$ cat src/rtl/mostrar_fpga_pkg.sv
// mostrar_fpga_pkg: shared states and counter constants for the passage counter
package mostrar_fpga_pkg;
    localparam int CNT_W_DEF = 4;
    localparam logic [CNT_W_DEF-1:0] CNT_MAX = '1;
    typedef enum logic [2:0] {
        IDLE = 3'd0,
        IN1  = 3'd1,
        IN2  = 3'd2,
        IN3  = 3'd3,
        OUT1 = 3'd4,
        OUT2 = 3'd5,
        OUT3 = 3'd6
    } state_t;
endpackage

$ cat src/rtl/mostrar_fpga_btn_sync.sv
// btn_sync: multi-flop synchroniser for one asynchronous button level
module btn_sync #(
    parameter int SYNC_STAGES = 2
) (
    input  logic CLK,
    input  logic RST,
    input  logic d,
    output logic q
);
    logic [SYNC_STAGES-1:0] sr;
    // shift the pin level through the chain, cleared on reset
    always_ff @(posedge CLK) begin
        if (RST) sr <= '0;
        else     sr <= {sr[SYNC_STAGES-2:0], d};
    end
    assign q = sr[SYNC_STAGES-1];
endmodule

$ cat src/rtl/mostrar_fpga.sv
// mostrar_fpga: bidirectional passage counter, two beam sensors in, count on LEDs
module mostrar_fpga
    import mostrar_fpga_pkg::*;
#(
    parameter int CNT_W       = CNT_W_DEF,
    parameter int SYNC_STAGES = 2
) (
    input  logic CLK,
    input  logic RST,
    input  logic BTN1,
    input  logic BTN4,
    output logic LED0,
    output logic LED1,
    output logic LED2,
    output logic LED3
);
    logic a, b, inc, dec;
    logic [CNT_W-1:0] count;
    state_t state, nxt;

    btn_sync #(.SYNC_STAGES(SYNC_STAGES)) u_sync_a (.CLK(CLK), .RST(RST), .d(BTN1), .q(a));
    btn_sync #(.SYNC_STAGES(SYNC_STAGES)) u_sync_b (.CLK(CLK), .RST(RST), .d(BTN4), .q(b));

    // state register
    always_ff @(posedge CLK) begin
        if (RST) state <= IDLE;
        else     state <= nxt;
    end

    // sequence decoder: entry is A,AB,B,none; exit is the mirror image
    always_comb begin
        nxt = state;
        inc = 1'b0;
        dec = 1'b0;
        case (state)
            IDLE: nxt = ({a, b} == 2'b10) ? IN1 : ({a, b} == 2'b01) ? OUT1 : IDLE;
            IN1:  nxt = ({a, b} == 2'b10) ? IN1 : ({a, b} == 2'b11) ? IN2 : IDLE;
            IN2:  nxt = ({a, b} == 2'b11) ? IN2 : ({a, b} == 2'b01) ? IN3 :
                        ({a, b} == 2'b10) ? IN1 : IDLE;
            IN3: begin
                nxt = ({a, b} == 2'b01) ? IN3 : ({a, b} == 2'b11) ? IN2 : IDLE;
                inc = ({a, b} == 2'b00);
            end
            OUT1: nxt = ({a, b} == 2'b01) ? OUT1 : ({a, b} == 2'b11) ? OUT2 : IDLE;
            OUT2: nxt = ({a, b} == 2'b11) ? OUT2 : ({a, b} == 2'b10) ? OUT3 :
                        ({a, b} == 2'b01) ? OUT1 : IDLE;
            OUT3: begin
                nxt = ({a, b} == 2'b10) ? OUT3 : ({a, b} == 2'b11) ? OUT2 : IDLE;
                dec = ({a, b} == 2'b00);
            end
            default: nxt = IDLE;
        endcase
    end

    // saturating up/down counter, updated on the completing transition
    always_ff @(posedge CLK) begin
        if (RST)                       count <= '0;
        else if (inc && count != '1)   count <= count + 1'b1;
        else if (dec && count != '0)   count <= count - 1'b1;
    end

    assign {LED3, LED2, LED1, LED0} = count[3:0];
endmodule

$ cat config.mk
export PLATFORM = sky130hd
export DESIGN_NAME = mostrar_fpga
export DESIGN_NICKNAME = d
export VERILOG_FILES = /design/src/rtl/mostrar_fpga_pkg.sv /design/src/rtl/mostrar_fpga_btn_sync.sv /design/src/rtl/mostrar_fpga.sv
export SDC_FILE = /design/constraint.sdc
export NUM_CORES = 1
export LEC_CHECK = 0
export ABC_AREA = 1
export CAP_MARGIN = 25
export CORE_UTILIZATION = 33
export CTS_CLUSTER_DIAMETER = 80
export CTS_CLUSTER_SIZE = 40
export DETAILED_ROUTE_END_ITERATION = 6
export PLACE_DENSITY = 0.6
export RECOVER_POWER = 100
export SYNTH_ARGS = -nofsm -noshare
export SYNTH_HDL_FRONTEND = slang
export SYNTH_SLANG_ARGS = --single-unit
$ cat constraint.sdc
create_clock -name CLK -period 1.8 [get_ports CLK]
set_input_delay 0.36 -clock CLK [delete_from_list [all_inputs] [get_ports CLK]]
set_output_delay 0.36 -clock CLK [all_outputs]
set_load 0.02 [all_outputs]
==> Word-level counts from Yosys, hierarchy flattened <==
Index checks and enable logic that the tools add are counted.
{ "op_classes": {"mux": 18, "reduce_logical": 6, "n_eq_ne": 10, "add_sub_neg": 2} }
{ "op_table": {"columns": ["cell", "n"], "rows": [
  ["$mux W3", 8],
  ["$pmux W3 S7", 1],
  ["$eq A3 B3 Y1 const B", 3],
  ["$mux W2", 4],
  ["$mux W4", 2],
  ["$eq A3 B2 Y1 const B", 2],
  ["$add A4 B1 Y4 const B", 1],
  ["$eq A2 B2 Y1 const B", 2],
  ["$ne A4 B4 Y1 const B", 1],
  ["$reduce_bool A4 Y1", 1],
  ["$sub A4 B1 Y4 const B", 1],
  ["$eq A3 B1 Y1 const B", 1],
  ["$logic_not A3 Y1", 1],
  ["$mux W1", 3],
  ["$eq A2 B1 Y1 const B", 1],
  ["$logic_and A1 B1 Y1", 2],
  ["$logic_not A2 Y1", 1],
  ["$reduce_bool A2 Y1", 1]
]} }
{ "word_totals": {"register_bits": 11, "out_inout_bits": 4, "elab_cells": 40} }

==> Logic depth before layout (Yosys ltp) <==
Gate-level depths: netlist of the first run.
{ "logic_depth": {"depth_word": 5, "ltp_mapped": 14} }

==> By module <==
Synthesis of the first run repeated with hierarchy kept, for this count alone.
{ "hier_totals": {"cells_unflattened": 98, "hier_area_um2": 719.4} }
{ "modules_own_cells": {"columns": ["module", "cells_each", "n_inst", "area_each_um2", "seq_area_each_um2"], "rows": [
  ["mostrar_fpga", 86, 1, 609.3, 140.1],
  ["btn_sync", 6, 2, 55.1, 40.0]
]} }

==> Worst setup path after synthesis of the first run <==
Ideal clock, no wire load.
{ "synth_timing": {"path_kind": "register to register", "start": "register count[0]", "end": "register count[3]", "setup_time_ns": 0.113, "required_ns": 1.687, "path_stages_with_launch": 14, "path_buffers": 0, "synth_period_minus_slack_ns": 1.766, "path_slack_ns": 0.034, "t_arrival_ns": 1.653, "cell_sequence": "dfxtp_1 > nand2_1 > inv_1 > nand2_1 > nand3_2 > ha_1 > nand2_1 > nand2_1 > a21oi_1 > nand2_1 > nand3_2 > nand2_1 > nand2_1 > nor2_1"} }
{ "synth_via": {"elab_chain_cells": 3, "elab_cells_between_ends": 9, "classes_between": "add/sub (2); eq/ne (1); mux (2); reduce/logical (4)"} }
{ "synth_lines": {"columns": ["element", "line_no", "text"], "rows": [
  ["start: declaration", "mostrar_fpga.sv:18", "logic [CNT_W-1:0] count;"],
  ["start signal: assignment", "mostrar_fpga.sv:58", "else if (inc && count != '1) count <= count + 1'b1;"],
  ["start signal: assignment", "mostrar_fpga.sv:59", "else if (dec && count != '0) count <= count - 1'b1;"],
  ["$sub A4 B1 Y4, or another cell as far along", "mostrar_fpga.sv:59", null],
  ["$mux W4, or another cell as far along", "mostrar_fpga.sv:59", null],
  ["$mux W4 / $reduce_bool A2 Y1 (equally long branches)", null, null]
]} }
Parallel ways exist; a longest one is shown, timed or not. The select of a mux whose other input is x is not followed.
A chain may end at the register's enable or synchronous reset.

==> Worst setup path in the final report of the first run <==
{ "layout_timing": {"start": "register count[0]", "end": "output LED0"} }
{ "layout_lines": {"columns": ["element", "line_no", "text"], "rows": [
  ["end: declaration", "mostrar_fpga.sv:12", "output logic LED0,"]
]} }
No word-level cell between the ends.

==> impl_metrics.env, run 1 <==
export IMPL_dp_cells=142
export IMPL_end_kind="output pin"
export IMPL_vias=680
export IMPL_swShare_pct=24.0
export IMPL_start_kind="register"
export IMPL_cts_tree="yes"
export IMPL_setup_worst_path_start="count[0]"
export IMPL_clk_path_buf_depth=2
export IMPL_synth_compound_area_share_pct=12.0
export IMPL_maxSlewViolCount=0
export IMPL_antenna_found_initial=0
export IMPL_gr_total_overflow=0
export IMPL_setup_viol=0
export IMPL_h_tree_depth=1
export IMPL_synthTopCellsByCount="nand2_1, nor2_1, inv_1"
export IMPL_synth_warnings=0
export IMPL_nNetsFinal=137
export IMPL_core_area_mm2=0.00202
export IMPL_synth_top_family_by_area="simple AND/OR/NAND/NOR gates"
export IMPL_p_total_uw=467
export IMPL_finalClockSkew_ps=2.26
export IMPL_synth_top_area_share_pct=30.2
export IMPL_clock_root_buffer="clkbuf_4"
export IMPL_worstMarginPinSlew_ps=382
export IMPL_max_slew_margin_pct=74.5
export IMPL_die_h_um=49.0
export IMPL_start_util_pct=36.1
export IMPL_yosys_area_share_simple_pct=30.2
export IMPL_cts_sinks=11
export IMPL_wl_per_cell_um=10.8
export IMPL_drv_cap=0
export IMPL_path_clk_slew_ps=70
export IMPL_grt_first_pass_wirelength_um=2520
export IMPL_synthMuxAreaShare_pct=0
export IMPL_crit_fanout=7
export IMPL_place_gp_congestion=0.855
export IMPL_vdd_drop_max_mv=0.344
export IMPL_internal_power_uw=355
export IMPL_min_path_type="register to register"
export IMPL_yosys_cell_count_top_type="nand2_1"
export IMPL_cp_data_arrival_time_ps=1370
export IMPL_avgSynthCellArea_um2=7.29
export IMPL_numCtsBuffers=3
export IMPL_yosysTopAreaCell="dfxtp_1"
export IMPL_r2r_end="count[3]"
export IMPL_grt_max_degree=10
export IMPL_postRouteAntennaNets=0
export IMPL_fin_util_pct=48.1
export IMPL_grt_pass1_vias=633
export IMPL_portBuffers=7
export IMPL_period_needed_ps=1730
export IMPL_syn_nets=114
export IMPL_clk_latency_ps=260
export IMPL_ys_seq_area_share_pct=30.2
export IMPL_drc=0
export IMPL_postSynth_asyncResetShare_pct=0
export IMPL_drive_gt1_share_pct=22.1
export IMPL_syn_inst=100
export IMPL_diodes=0
export IMPL_design_die_area_mm2=0.00240
export IMPL_syn_area_um2=729
export IMPL_hpwl_um=1190
export IMPL_wl_um=1610
export IMPL_fillers=199
export IMPL_synth_cell_types=21
export IMPL_num_rows=16
export IMPL_required_ps=1440
export IMPL_clkPwrFrac_pct=35.0
export IMPL_p_switching_uw=112
export IMPL_synth_area_leaders="dfxtp_1, ha_1, nand2_1"
export IMPL_fmax_ghz=0.579
export IMPL_ys_seq_elements=11
export IMPL_leakage_uw=0.000426
export IMPL_powerDensity_mw_per_mm2=480
export IMPL_final_cells=149
export IMPL_seq_power_share_pct=54.8
export IMPL_finalHoldViolCount=0
export IMPL_synth_edf_count=0
export IMPL_crit_type="register to output pin"
export IMPL_io_pins=8
export IMPL_drtPass1Iterations=4
export IMPL_r2r_start="state[1]"
export IMPL_crit_path_end="LED0"
export IMPL_syn2layout_area_growth_pct=33.3
export IMPL_drtIter0Drc=14
export IMPL_post_route_period_util_pct=95.9
export IMPL_synthAdderAreaFrac_pct=18.2
export IMPL_r2r_slack_ps=170
export IMPL_die_x_um=49.0
export IMPL_viasPerCell=4.56
export IMPL_hp_start="u_sync_a.sr[0]"
export IMPL_status="complete, no violations"
export IMPL_grt_usage_pct=13.3
export IMPL_power_frac_comb_pct=10.2
export IMPL_synth_main_ff_cell="dfxtp_1"
export IMPL_synth_xor_area_share_pct=1.20
export IMPL_reg2reg_depth=12
-- metrics by stage --
step	TNS (ps)	setup WS, ps	cell area [um^2]	hold WS [ps]
3_3_place_gp	0	119	897	393
3_5_place_dp	0	34.8	897	399
4_1_cts	0	19.7	925	410
5_1_grt	-23.9	-23.9	972	414
2_1_floorplan	0	34.3	729	388
6_report	0	73.1	972	397
-- repair_timing --
action	in CTS	in global routing
setup endpoints to repair	0	1
buffers inserted	0	3
hold buffers	0	0
resized for setup	0	9
-- state kept, by name (all words and copies together), names as in the netlist --
signal / flops
u_sync_a.sr: 2
u_sync_b.sr: 2
count: 4
state: 3
-- logic make-up (layout without fill, tap and decap cells) --
logic type / count (synthesis) / count (layout)
simple gates: 47 / 47
buf+inv: 16 / 38
flops: 11 / 11
xor+xnor: 1 / 1
compound gates: 15 / 15
fa+ha+maj: 10 / 10
-- final cells by class --
cell class | instances | area [um^2] | area share (%)
Clock buffer | 3 | 22.5 | 2.32
Inverter | 15 | 56.3 | 5.79
Sequential cell | 11 | 223 | 22.9
Timing Repair Buffer | 19 | 153 | 15.7
Clock inverter | 1 | 5.00 | 0.515
Tap cell | 27 | 33.8 | 3.47
Multi-Input combinational cell | 73 | 479 | 49.3
-- critical path, cell delays in order (launching register included) --
cell	delay, ps
dfxtp_1	340
buf_4	160
clkdlybuf4s50_1	610
-- worst min path at each step --
stage	to	slack [ps]	cells past startpoint
6_report	u_sync_a.sr[1]	400	2
5_1_grt	u_sync_a.sr[1]	410	2
3_5_place_dp	u_sync_a.sr[1]	400	2
4_1_cts	u_sync_a.sr[1]	410	2
3_3_place_gp	u_sync_a.sr[1]	390	2
2_1_floorplan	u_sync_a.sr[1]	390	2
-- placed cells by master (no fill, tap or decap), types with 2 or more instances in the layout --
cell type        instances
dfxtp_2                  2
clkdlybuf4s50_1          6
ha_4                     2
inv_1                   12
ha_1                     7
clkbuf_1                 2
o21ai_0                  6
nor2_1                  18
nand2_1                 19
dfxtp_1                  9
clkbuf_4                 3
inv_2                    3
nand3_1                  4
a21oi_1                  5
buf_4                   10
nand3_2                  2
-- layer usage --
metal / vias up / track usage (%) / part of all wire (%)
met5: - / 0 / 0
met4: 0 / 5.88 / 0.81
met3: 2 / 0.935 / 3.5
met2: 16 / 22.5 / 50
met1: 297 / 17.2 / 46
li1: 365 / - / -
-- power groups by stage --
stage / clock network [uW] / registers (uW) / logic [uW]
after global routing: 181 / 257 / 52.9
after CTS: 173 / 255 / 46.6
after floorplan: 0 / 261 / 25.2
after detailed placement: 0 / 261 / 46.5
after global placement: 0 / 260 / 45.9
final: 163 / 256 / 47.8
No activity file was read; power rests on OpenSTA's default activity.
==> inputs of run 2 (changes only) <==
Settings changed: SLEW_MARGIN set to 5, SYNTH_HIERARCHICAL set to 1.
==> impl_metrics.env, run 2 <==
export IMPL_r2r_start="u_sync_a/sr[1]"
export IMPL_crit_fanout=4
export IMPL_finalHoldViolCount=0
export IMPL_vias=673
export IMPL_end_kind="output pin"
export IMPL_syn_area_um2=719
export IMPL_tns_ps=0
export IMPL_io_pins=8
export IMPL_crit_path_end="LED2"
export IMPL_max_slew_margin_pct=81.7
export IMPL_core_area_mm2=0.00200
export IMPL_reg_top3="count: 4 flops, state: 3 flops"
export IMPL_synth_main_ff_cell="dfxtp_1"
export IMPL_cts_sinks=11
export IMPL_cp_data_arrival_time_ps=1380
export IMPL_setup_viol=0
export IMPL_synth_cell_types=19
export IMPL_path_clk_slew_ps=80
export IMPL_most_common_layout_cells="nand2_1, inv_1, nor2_1, dfxtp_1, buf_4"
export IMPL_ys_seq_area_share_pct=30.6
export IMPL_fmax_ghz=0.575
export IMPL_place_gp_congestion=0.914
export IMPL_drv_cap=0
export IMPL_slowest_stage="clkdlybuf4s50_1"
export IMPL_syn2layout_area_growth_pct=33.6
export IMPL_worstMarginPinSlew_ps=275
export IMPL_setup_worst_path_start="count[2]"
export IMPL_yosys_cell_count_top_type="nand2_1"
export IMPL_diodes=0
export IMPL_drive_gt1_share_pct=17.9
export IMPL_drtIter0Drc=17
export IMPL_synth_top_area_share_pct=30.6
export IMPL_syn_inst=98
export IMPL_final_cells=150
export IMPL_postRouteAntennaNets=0
export IMPL_yosysTopAreaCell="dfxtp_1"
export IMPL_ys_seq_elements=11
export IMPL_largest_register="count"
export IMPL_clk_path_buf_depth=2
export IMPL_grt_max_degree=8
export IMPL_maxSlewViolCount=0
export IMPL_start_kind="register"
export IMPL_fin_util_pct=48.0
export IMPL_min_path_type="register to register"
export IMPL_regArea_um2=221
export IMPL_avgSynthCellArea_um2=7.34
export IMPL_fillers=202
export IMPL_r2r_end="count[3]"
export IMPL_finalClockSkew_ps=6.62
export IMPL_mostFrequentLayoutCell="nand2_1"
export IMPL_hold_buffers=0
export IMPL_h_tree_depth=1
export IMPL_die_h_um=48.7
export IMPL_nNetsFinal=138
export IMPL_syn_nets=112
export IMPL_grt_first_pass_wirelength_um=2460
export IMPL_die_x_um=48.7
export IMPL_r2r_slack_ps=170
export IMPL_largest_register_ffs=4
export IMPL_post_route_period_util_pct=96.6
export IMPL_powerDensity_mw_per_mm2=491
export IMPL_clock_root_buffer="clkbuf_4"
export IMPL_grt_pass1_vias=645
export IMPL_crit_buf_inv=2
export IMPL_rsz0062_at_grt="false"
export IMPL_numCtsBuffers=3
export IMPL_gr_total_overflow=0
export IMPL_multi_input_area_um2=462
export IMPL_wl_per_cell_um=9.45
export IMPL_viasPerCell=4.49
export IMPL_dp_cells=146
export IMPL_grt_usage_pct=13.3
export IMPL_status="complete, no violations"
export IMPL_cp_cell_sequence="clkbuf_2, clkdlybuf4s50_1"
export IMPL_start_util_pct=35.9
export IMPL_postSynth_asyncResetShare_pct=0
export IMPL_vdd_drop_max_mv=0.352
export IMPL_antenna_found_initial=0
export IMPL_path_depth=2
export IMPL_critical_path_max_stage_delay_ps=620
export IMPL_design_die_area_mm2=0.00237
export IMPL_period_needed_ps=1740
export IMPL_portBuffers=7
export IMPL_leakage_uw=0.000426
export IMPL_wl_um=1420
export IMPL_hpwl_um=1170
export IMPL_synth_warnings=6
export IMPL_drc=0
export IMPL_clk_latency_ps=260
export IMPL_synthTopCellsByCount="nand2_1, nor2_1, inv_1"
export IMPL_cts_tree="yes"
export IMPL_synth_edf_count=0
export IMPL_crit_type="register to output pin"
export IMPL_required_ps=1440
export IMPL_num_rows=16
export IMPL_reg2reg_depth=12
export IMPL_drtPass1Iterations=4
export IMPL_synth_area_leaders="dfxtp_1, ha_1, nand2_1"
export IMPL_critical_path_top_delay_family="buffers and inverters"
-- run 2: routing by layer --
metal / GRT usage [%] / share of wire [%]
met1: 17.0 / 50
met2: 22.2 / 47
met3: 1.89 / 2.6
met4: 5.88 / 0
met5: 0 / 0
-- run 2: cell type report --
cell class / instances / area share (%)
tap: 27 / 3.52
multi-input combinational: 71 / 48.0
clock buffer: 4 / 2.73
inverter: 16 / 6.25
timing repair buffer: 21 / 16.4
sequential: 11 / 23.0
-- run 2: report_power, final --
group	total, uW	internal, uW	switching [uW]
Combinational	47.6	22.0	25.6
Sequential	253	250	3.42
Clock	170	85.5	84.9
-- run 2: cell families (layout without fill, tap and decap cells) --
| family | after synthesis | count (layout) | share of synthesized area, % |
|---|---|---|---|
| AO/OA/AOI/OAI | 14 | 14 | 11.0 |
| flip-flops | 11 | 11 | 30.6 |
| buffers and inverters | 16 | 41 | 8.35 |
| AND/OR/NAND/NOR | 46 | 46 | 30.4 |
| XOR/XNOR | 1 | 1 | 1.22 |
| adder cells (fa/ha/maj) | 10 | 10 | 18.4 |
-- run 2: worst reg2reg max path: cells and delay by family, from the launching register on --
kind                       cells  cell delay [ps]
adders and majority gates      2              490
and+or+nand+nor                8              600
DFF                            1              340
buffers and inverters          2              120
-- run 2: worst min path at each step --
stage	startpoint	end	slack [ps]	depth (start not counted)
final	u_sync_a/sr[0]	u_sync_a/sr[1]	400	2
after global routing	u_sync_a/sr[0]	u_sync_a/sr[1]	420	2
after CTS	u_sync_a/sr[0]	u_sync_a/sr[1]	400	2
after detailed placement	u_sync_a/sr[0]	u_sync_a/sr[1]	390	2
after global placement	u_sync_b/sr[0]	u_sync_b/sr[1]	390	2
after floorplan	u_sync_a/sr[0]	u_sync_a/sr[1]	390	2
-- run 2: stage by stage --
step	cell area, um^2	hold WS, ps	total power [uW]	worst slack [ps]
2_1_floorplan	719	388	283	39.8
3_3_place_gp	928	389	308	149
3_5_place_dp	928	392	309	106
4_1_cts	955	403	483	77.9
5_1_grt	961	422	496	6.38
6_report	961	396	471	61.8
-- run 2: timing repair --
item                                    in CTS  in global routing
buffers inserted                             0                  0
endpoints found under the setup margin       0                  1
gates resized for setup                      0                  4
